$ cat src/rtl/mul_vector_seq.sv
// Sequential unsigned multi-limb multiplier.
// Schoolbook multiply-accumulate with one limb partial product per clock and a
// start/done handshake. Result latency is N_LIMBS^2+1 clocks from the accept edge.
module mul_vector_seq #(
  parameter int LIMB_W  = 16,
  parameter int N_LIMBS = 2
) (
  input  logic                          clk,
  input  logic                          rst,
  input  logic                          start,
  input  logic [N_LIMBS*LIMB_W-1:0]     a,
  input  logic [N_LIMBS*LIMB_W-1:0]     b,
  output logic                          busy,
  output logic                          done,
  output logic [2*N_LIMBS*LIMB_W-1:0]   y
);

  localparam int OW = N_LIMBS * LIMB_W;
  localparam int YW = 2 * OW;
  localparam int PW = 2 * LIMB_W;
  localparam int IW = (N_LIMBS > 1) ? $clog2(N_LIMBS) : 1;
  localparam logic [IW-1:0] LAST = IW'(N_LIMBS - 1);

  typedef enum logic [1:0] {S_IDLE, S_MUL, S_DONE} state_t;

  state_t                          state;
  logic [N_LIMBS-1:0][LIMB_W-1:0]  ra, rb;
  logic [YW-1:0]                   acc;
  logic [IW-1:0]                   i, j;
  logic [PW-1:0]                   prod;
  logic [YW-1:0]                   sum;

  // Current limb product, placed at limb position i+j and added to the accumulator.
  always_comb begin
    prod = PW'(ra[i]) * PW'(rb[j]);
    sum  = acc + (YW'(prod) << (LIMB_W * (int'(i) + int'(j))));
  end

  // Control FSM; busy/done/y are registered so they change only on clock edges.
  always_ff @(posedge clk) begin
    if (rst) begin
      state <= S_IDLE;
      busy  <= 1'b0;
      done  <= 1'b0;
      y     <= '0;
      acc   <= '0;
      ra    <= '0;
      rb    <= '0;
      i     <= '0;
      j     <= '0;
    end else begin
      case (state)
        S_IDLE: begin
          done <= 1'b0;
          if (start) begin
            ra    <= a;
            rb    <= b;
            acc   <= '0;
            i     <= '0;
            j     <= '0;
            busy  <= 1'b1;
            state <= S_MUL;
          end
        end
        S_MUL: begin
          acc <= sum;
          if (i == LAST && j == LAST) begin
            // Final product goes straight to y so the result is visible with done.
            y     <= sum;
            done  <= 1'b1;
            state <= S_DONE;
          end else if (j == LAST) begin
            j <= '0;
            i <= i + 1'b1;
          end else begin
            j <= j + 1'b1;
          end
        end
        S_DONE: begin
          done  <= 1'b0;
          busy  <= 1'b0;
          state <= S_IDLE;
        end
        default: begin
          done  <= 1'b0;
          busy  <= 1'b0;
          state <= S_IDLE;
        end
      endcase
    end
  end

endmodule

$ cat config.mk
export PLATFORM = sky130hd
export DESIGN_NAME = mul_vector_seq
export DESIGN_NICKNAME = d
export VERILOG_FILES = /design/src/rtl/mul_vector_seq.sv
export SDC_FILE = /design/constraint.sdc
export NUM_CORES = 1
export LEC_CHECK = 0
export CORE_MARGIN = 5
export CORE_UTILIZATION = 50
export DETAILED_ROUTE_END_ITERATION = 8
export PLACE_DENSITY_LB_ADDON = 0.12
export SETUP_SLACK_MARGIN = 0.02
export SYNTH_ARGS = -nofsm -noshare
export SYNTH_HDL_FRONTEND = slang
export SYNTH_SLANG_ARGS = --single-unit
$ cat constraint.sdc
create_clock -name clk -period 13.4 [get_ports clk]
set_input_delay 2.68 -clock clk [delete_from_list [all_inputs] [get_ports clk]]
set_output_delay 2.68 -clock clk [all_outputs]
set_load 0.01 [all_outputs]
==> metrics, run 1 <==
status=finished clean; most instantiated library cell after synthesis=nand2_1; termination of the worst setup path=y[57]; via count of the first global-routing pass=18,100; Multi-input gate area=14,700 um2; Core Region=39,700 um2; number of iterations in the first detailed-routing pass=7; post-synth cell types=82; share of the synthesized netlist area taken by xor and xnor gates=3.61%; most numerous cell on the critical path=fa_1; Initial Util=50.6%; average wire length per cell after detail routing=20.3 um; Max Freq=95.6 MHz; sort of element at the start of the critical path=flip-flop; classification of the worst setup path=flip-flop to flip-flop; aggregate negative setup slack=0 ns; final estimated routing congestion in global placement=1.01; count of clock tree sinks=198; combined global-route utilization of all metal layers=28.2%; first-pass GRT wire length=98,900 um; portion of netlist area occupied by mux cells=3.62%; Routed Wire Length=62,800 um; FF-to-FF End=y[57]; count of standard-cell rows=73; sort of element at the end of the critical path=flip-flop; share of the synthesized area in compound gates (AO/OA/AOI/OAI)=17.1%; total number of vias=18,000; RSZ-0062 raised after global routing=false; required time of the worst setup path=13.83 ns; worst voltage drop across the vdd grid=0.0972 mV; flip-flop and latch area=3960 um2; share of the synthesized area in the top cell type=19.7%; detailed-route vias per instance=5.80; Post-Synth Simple-Gate Area=18.6%; Max stage delay cell, worst path=mux2i_1; pin count of the biggest net entering global routing=98; static leakage=9.75 nW; net total in the final layout=2,992; vertical die dimension=211 um; Synth area leader=dfxtp_1; Register-to-Register Setup Slack=2.94 ns; residual DRC count=0; EDFF count, synth=0; cell count after placement=3,068; TritonCTS clock tree=done; share of the yosys chip area belonging to registers=19.7%; final period utilization=78.1%; I/O Pins=133; CTS Buf Count=17; count of buffers from port buffering=132; shortest period the worst path allows=10.46 ns; startpoint of the worst-slack reg-to-reg timing path=i; register bit total from synthesis=198; post-route insts no fill=3,100; Ys Warns=0; number of antenna violations at the first check in global routing=0; post-layout worst setup margin=2.94 ns; worst setup path startpoint=i; register clock-pin slew on the reported worst setup and hold paths=0.08 ns; synth top area cells=dfxtp_1, fa_1, ha_1; dpl ws=3.05 ns; depth of the worst register-to-register path=34; number of setup violations in the final report=0; Worst Hold Margin=0.455 ns; nets in the synthesized netlist=2,951; Avg Cell Area, Syn=7.98 um2; type of the worst min-delay path=flip-flop to flip-flop; Synth top cells by count=nand2_1, inv_1, a21oi_1, dfxtp_1, fa_1; largest family of logic cells by synthesized area=adder cells; Post-CTS Setup Repair Bufs=0; fill cell total of the finished layout=3,738; Worst Max-Slew Pin Slew=1.11 ns; Power per Cell Area=72.8 nW/um2; remaining number of nets flagged by the antenna check after routing=0; worst-case headroom to the max-slew limit=24.1%; Worst Path Arrival=10.89 ns; Area Growth Syn to Fin=11.1%; Worst Clk Skew=0.0161 ns; level count of the clock H-tree=4; Post-Synthesis Cell Area=20,100 um2; async set-or-reset flop fraction in the synthesized netlist=0%; share of layout cells above drive strength 1=4.74%; max-capacitance violation count=0; maximum buffer depth of the clock tree=2; flip-flop cell with the highest count after synthesis=dfxtp_1; number of buffers inserted by hold repair at cts=0; final HPWL from detailed placement=49,400 um; fin. max-slew vios=0; DR iter-0 viols=1,280; biggest fanout along the worst timing path=32; fraction of the mapped netlist area in adder cells=29.8%; final global-route overflow total=0; number of antenna repair diodes=0; Skew-Pair Late Insertion Delay=0.49 ns; horizontal die dimension=211 um; die footprint=44,400 um2; cell at the root of the clock tree=clkbuf_16; number of instances in the synthesized netlist=2,521; number of hold violations in the final report=0; maximum cell stage delay along the critical path=0.90 ns; Resize count post-CTS=0
==> state kept, by name, summed over array words and instances (netlist names) <==
signal,flops
state,2
j,1
ra,32
acc,64
i,1
y,64
rb,32
done,1
busy,1
==> stage by stage <==
stage          utilization [%]  cell area (um2)  total power [mW]
2_1_floorplan                -            20100             0.942
3_3_place_gp              54.8            21800              1.10
3_5_place_dp              54.8            21800              1.10
4_1_cts                   56.2            22300              1.64
5_1_grt                   56.2            22300              1.70
6_report                  56.2            22300              1.63
==> power breakdown <==
group	switching (mW)	internal [mW]	total [mW]
combinational	0.323	0.157	0.480
clock	0.251	0.275	0.526
sequential	0.0143	0.607	0.621
total	0.589	1.04	1.63
==> routing by layer <==
layer  routed length, um  global-route usage [%]
met1               25500                    35.4
met2               30400                    47.9
met5                   0                       0
met3                4040                    4.79
met4                2910                    12.6
==> how the worst min path moves through the flow <==
stage | start | end | slack [ns] | cells past startpoint
floorplan | acc[47] | acc[47] | 0.43 | 2
global placement | acc[47] | acc[47] | 0.44 | 2
detailed placement | rb[25] | rb[25] | 0.45 | 2
CTS | rb[25] | rb[25] | 0.46 | 2
global route | y[57] | y[57] | 0.47 | 2
finish | y[40] | y[40] | 0.45 | 2
==> final cells by class <==
cell class,instances,area share [%]
repair buffers,155,6.67
clock inverters,10,0.476
multi-input cells,1927,65.6
clock buffers,22,2.12
well taps,525,2.94
inverters,263,4.42
flip-flops and latches,198,17.7
==> cells by family (layout without fill, tap and decap cells) <==
logic type | Yosys count | after routing
xor+xnor | 83 | 83
flops | 198 | 198
simple gates | 872 | 872
mux | 69 | 69
fa+ha+maj | 363 | 363
buf+inv | 396 | 450
compound gates | 540 | 540
==> layout by cell type (no fill, tap or decap), types with 18 or more instances in the layout <==
master,synthesis,layout
nand2_1,469,468
inv_1,263,263
a21oi_1,243,243
dfxtp_1,198,198
fa_1,195,195
nor2_1,192,190
ha_1,168,168
clkdlybuf4s50_1,0,131
nand3_1,54,54
a21o_1,50,50
xnor2_1,49,49
o21ai_0,43,43
mux2i_1,39,38
xor2_1,34,34
a22o_1,31,31
mux2_2,30,30
nor3_1,29,28
nand4_1,28,28
buf_4,2,24
a31oi_1,21,21
and2_1,21,20
o21bai_1,20,20
o21a_1,18,18
==> worst max-delay path: cells and delay by family, from the launching register on <==
| family | cells | cell delay [ns] |
|---|---|---|
| AOI/OAI and AO/OA | 11 | 2.65 |
| muxes | 2 | 1.06 |
| xor gates and xnor gates | 2 | 0.54 |
| and+or+nand+nor | 6 | 1.22 |
| DFF | 1 | 0.38 |
| adders and majority gates | 8 | 3.84 |
| buffers and inverters | 5 | 0.67 |
Power figures use the tool's default switching activity.
==> run 2, diff against run 1 <==
clock period = 8.6 ns   (was 13.4 ns; I/O delays follow)
==> run 2 against run 1 <==
Against the previous run: register-to-register slack lost 3.2 ns; die area stayed put; clock-buffer cell count is 2 lower; sequential power rose by 57%; highest routed layer unchanged; critical path type unchanged; sequential cell count stayed put; the flow now finishes with violations (setup timing); first-iteration DRC count grew 16%; combinational power is 130% higher.
==> metrics, run 2 (synthesis results as in run 1) <==
status=finished with violations; violations in the final reports=setup timing; worst setup path startpoint=i; level count of the clock H-tree=4 (unchanged); count of clock tree sinks=198 (unchanged); Initial Util=50.6% (unchanged); CTS Buf Count=17 (unchanged); via count of the first global-routing pass=20,500 (+13%); Worst Max-Slew Pin Slew=0.940 ns (-0.167 ns); shortest period the worst path allows=8.89 ns (-1.57 ns); Routed met1 length=29,000 um (+14%); number of antenna repair diodes=0 (unchanged); power share of the combinational group=37.8% (+8.3 points); count of buffers from port buffering=132 (unchanged); Worst Clk Skew=0.0190 ns (+0.00294 ns); final estimated routing congestion in global placement=1.02 (+0.92%); maximum buffer depth of the clock tree=2 (unchanged); final HPWL from detailed placement=56,000 um (+13%); I/O Pins=133 (unchanged); NetSw=1.06 mW (+80%); max-capacitance violation count=0 (unchanged); detailed-route vias per instance=5.64 (-2.7%); maximum cell stage delay along the critical path=0.54 ns (-0.36 ns); Register-to-Register Setup Slack=-0.29 ns (-3.23 ns); number of hold violations in the final report=0 (unchanged); share of power burned in the clock network=28.9% (-3.5 points); number of buffers inserted by hold repair at cts=0 (unchanged); Top Registers=acc: 64 flops, y: 64 flops; die footprint=44,400 um2 (unchanged); highest-count cells in the layout ignoring fill and taps=nand2_1, buf_4, inv_1; termination of the worst setup path=y[47]; number of antenna violations at the first check in global routing=0 (unchanged); sort of element at the start of the critical path=flip-flop; horizontal die dimension=211 um (unchanged); post-route insts no fill=3,555 (+15%); dpl ws=-0.614 ns (-3.66 ns); classification of the worst setup path=flip-flop to flip-flop; type of the worst min-delay path=flip-flop to flip-flop; Power per Cell Area=105 nW/um2 (+44%); worst-case headroom to the max-slew limit=37.3% (+13 points); static leakage=12.6 nW (+29%); startpoint of the worst-slack reg-to-reg timing path=i; residual DRC count=0 (unchanged); fin. max-slew vios=0 (unchanged); Max stage delay cell, worst path=fa_1; average wire length per cell after detail routing=20.2 um (about the same); top sig layer=met4; Core Region=39,700 um2 (unchanged); final core utilization=70.3% (+14 points); required time of the worst setup path=9.04 ns (-4.79 ns); FF-to-FF End=y[47]; area of all placed cells without fillers=27,900 um2 (+25%); DR iter-0 viols=1,490 (+16%); sequential cell fraction of total power=33.3% (-4.9 points); final global-route overflow total=0 (unchanged); vertical die dimension=211 um (unchanged); register clock-pin slew on the reported worst setup and hold paths=0.08 ns (about the same); post-placement cell area=24,800 um2 (+14%); post-layout worst setup margin=-0.287 ns (-3.23 ns); remaining number of nets flagged by the antenna check after routing=0 (unchanged); combined global-route utilization of all metal layers=32.2% (+4.0 points); sw frac=36.3% (+0.11 points); final total power=2.92 mW (+80%); sort of element at the end of the critical path=flip-flop; Area Growth Syn to Fin=38.8%; Internal Power=1.86 mW (+79%); depth of the worst register-to-register path=40 (+18%); aggregate negative setup slack=-6.01 ns (-6.01 ns); routed length on met2=35,300 um (+16%); net total in the final layout=3,447 (+15%); first-pass GRT wire length=112,000 um (+13%); fill cell total of the finished layout=3,236 (-13%); worst voltage drop across the vdd grid=0.179 mV (+84%); Worst Path Arrival=9.33 ns (-1.56 ns); cell count after placement=3,446 (+12%); biggest fanout along the worst timing path=6 (-81%); number of setup violations in the final report=52 (+52); cell at the root of the clock tree=clkbuf_16; count of standard-cell rows=73 (unchanged); Worst Hold Margin=0.454 ns (-0.000945 ns); share of layout cells above drive strength 1=27.9% (+23 points); number of iterations in the first detailed-routing pass=8 (+1); most frequent standard cell in the layout excluding fill and tap cells=nand2_1; Routed Wire Length=72,000 um (+15%); final period utilization=103% (+25 points); hold path depth=2 (unchanged); Max Freq=113 MHz (+18%); TritonCTS clock tree=done; pin count of the biggest net entering global routing=97 (-1.0%); most numerous cell on the critical path=fa_1; Skew-Pair Late Insertion Delay=0.52 ns (+0.03 ns); amount of wire on met3 after detailed routing=3590 um (-11%); total number of vias=20,100 (+12%); RSZ-0062 raised after global routing=true
## run 2: changes by cell type in the layout (fill, tap and decap cells not counted), sizes merged
cell	change
clkbuf	-2
inv	+2
buf	+455
## run 2: layout make-up
class                   count  area (um2)  share of cell area (%)
multi-input cells        1927       16600                    59.3
repair buffers            610        5170                    18.5
flip-flops and latches    198        3970                    14.2
inverters                 263         987                    3.53
well taps                 525         657                    2.35
clock buffers              20         457                    1.63
clock inverters            12         129                   0.461
## run 2: worst min path at each step
stage,start,endpoint,slack (ns)
global route,y[4],y[4],0.47
finish,y[49],y[49],0.45
detailed placement,y[13],y[13],0.45
floorplan,acc[47],acc[47],0.43
global placement,y[50],y[50],0.44
CTS,y[13],y[13],0.46
## run 2: worst max-delay path, delay by kind of cell (launching register included)
family | cells | cell delay (ns)
buf+inv | 11 | 1.21
simple gates | 8 | 1.07
flops | 1 | 0.40
compound gates | 10 | 1.91
mux | 2 | 0.34
fa+ha+maj | 8 | 3.57
xor+xnor | 1 | 0.28
## run 2: timing repair
action / in CTS / in global routing
endpoints found under the setup margin: 79 / 88
gates cloned: 2 / 0
pin swaps: 112 / 144
gates resized for setup: 180 / 216
setup buffers: 45 / 36
## run 2: metal layers
metal | vias up | track usage [%]
met1 | 9785 | 39.8
met4 | 0 | 16.2
met5 | - | 0
met2 | 686 | 54.8
met3 | 207 | 5.05
li1 | 9389 | -
## run 2: power groups by stage
stage | sequential [mW] | clock, mW | combinational (mW)
global route | 0.976 | 0.903 | 1.19
global placement | 0.992 | 0 | 0.931
floorplan | 0.981 | 0 | 0.494
finish | 0.973 | 0.844 | 1.11
CTS | 0.972 | 0.867 | 1.01
detailed placement | 0.992 | 0 | 0.935
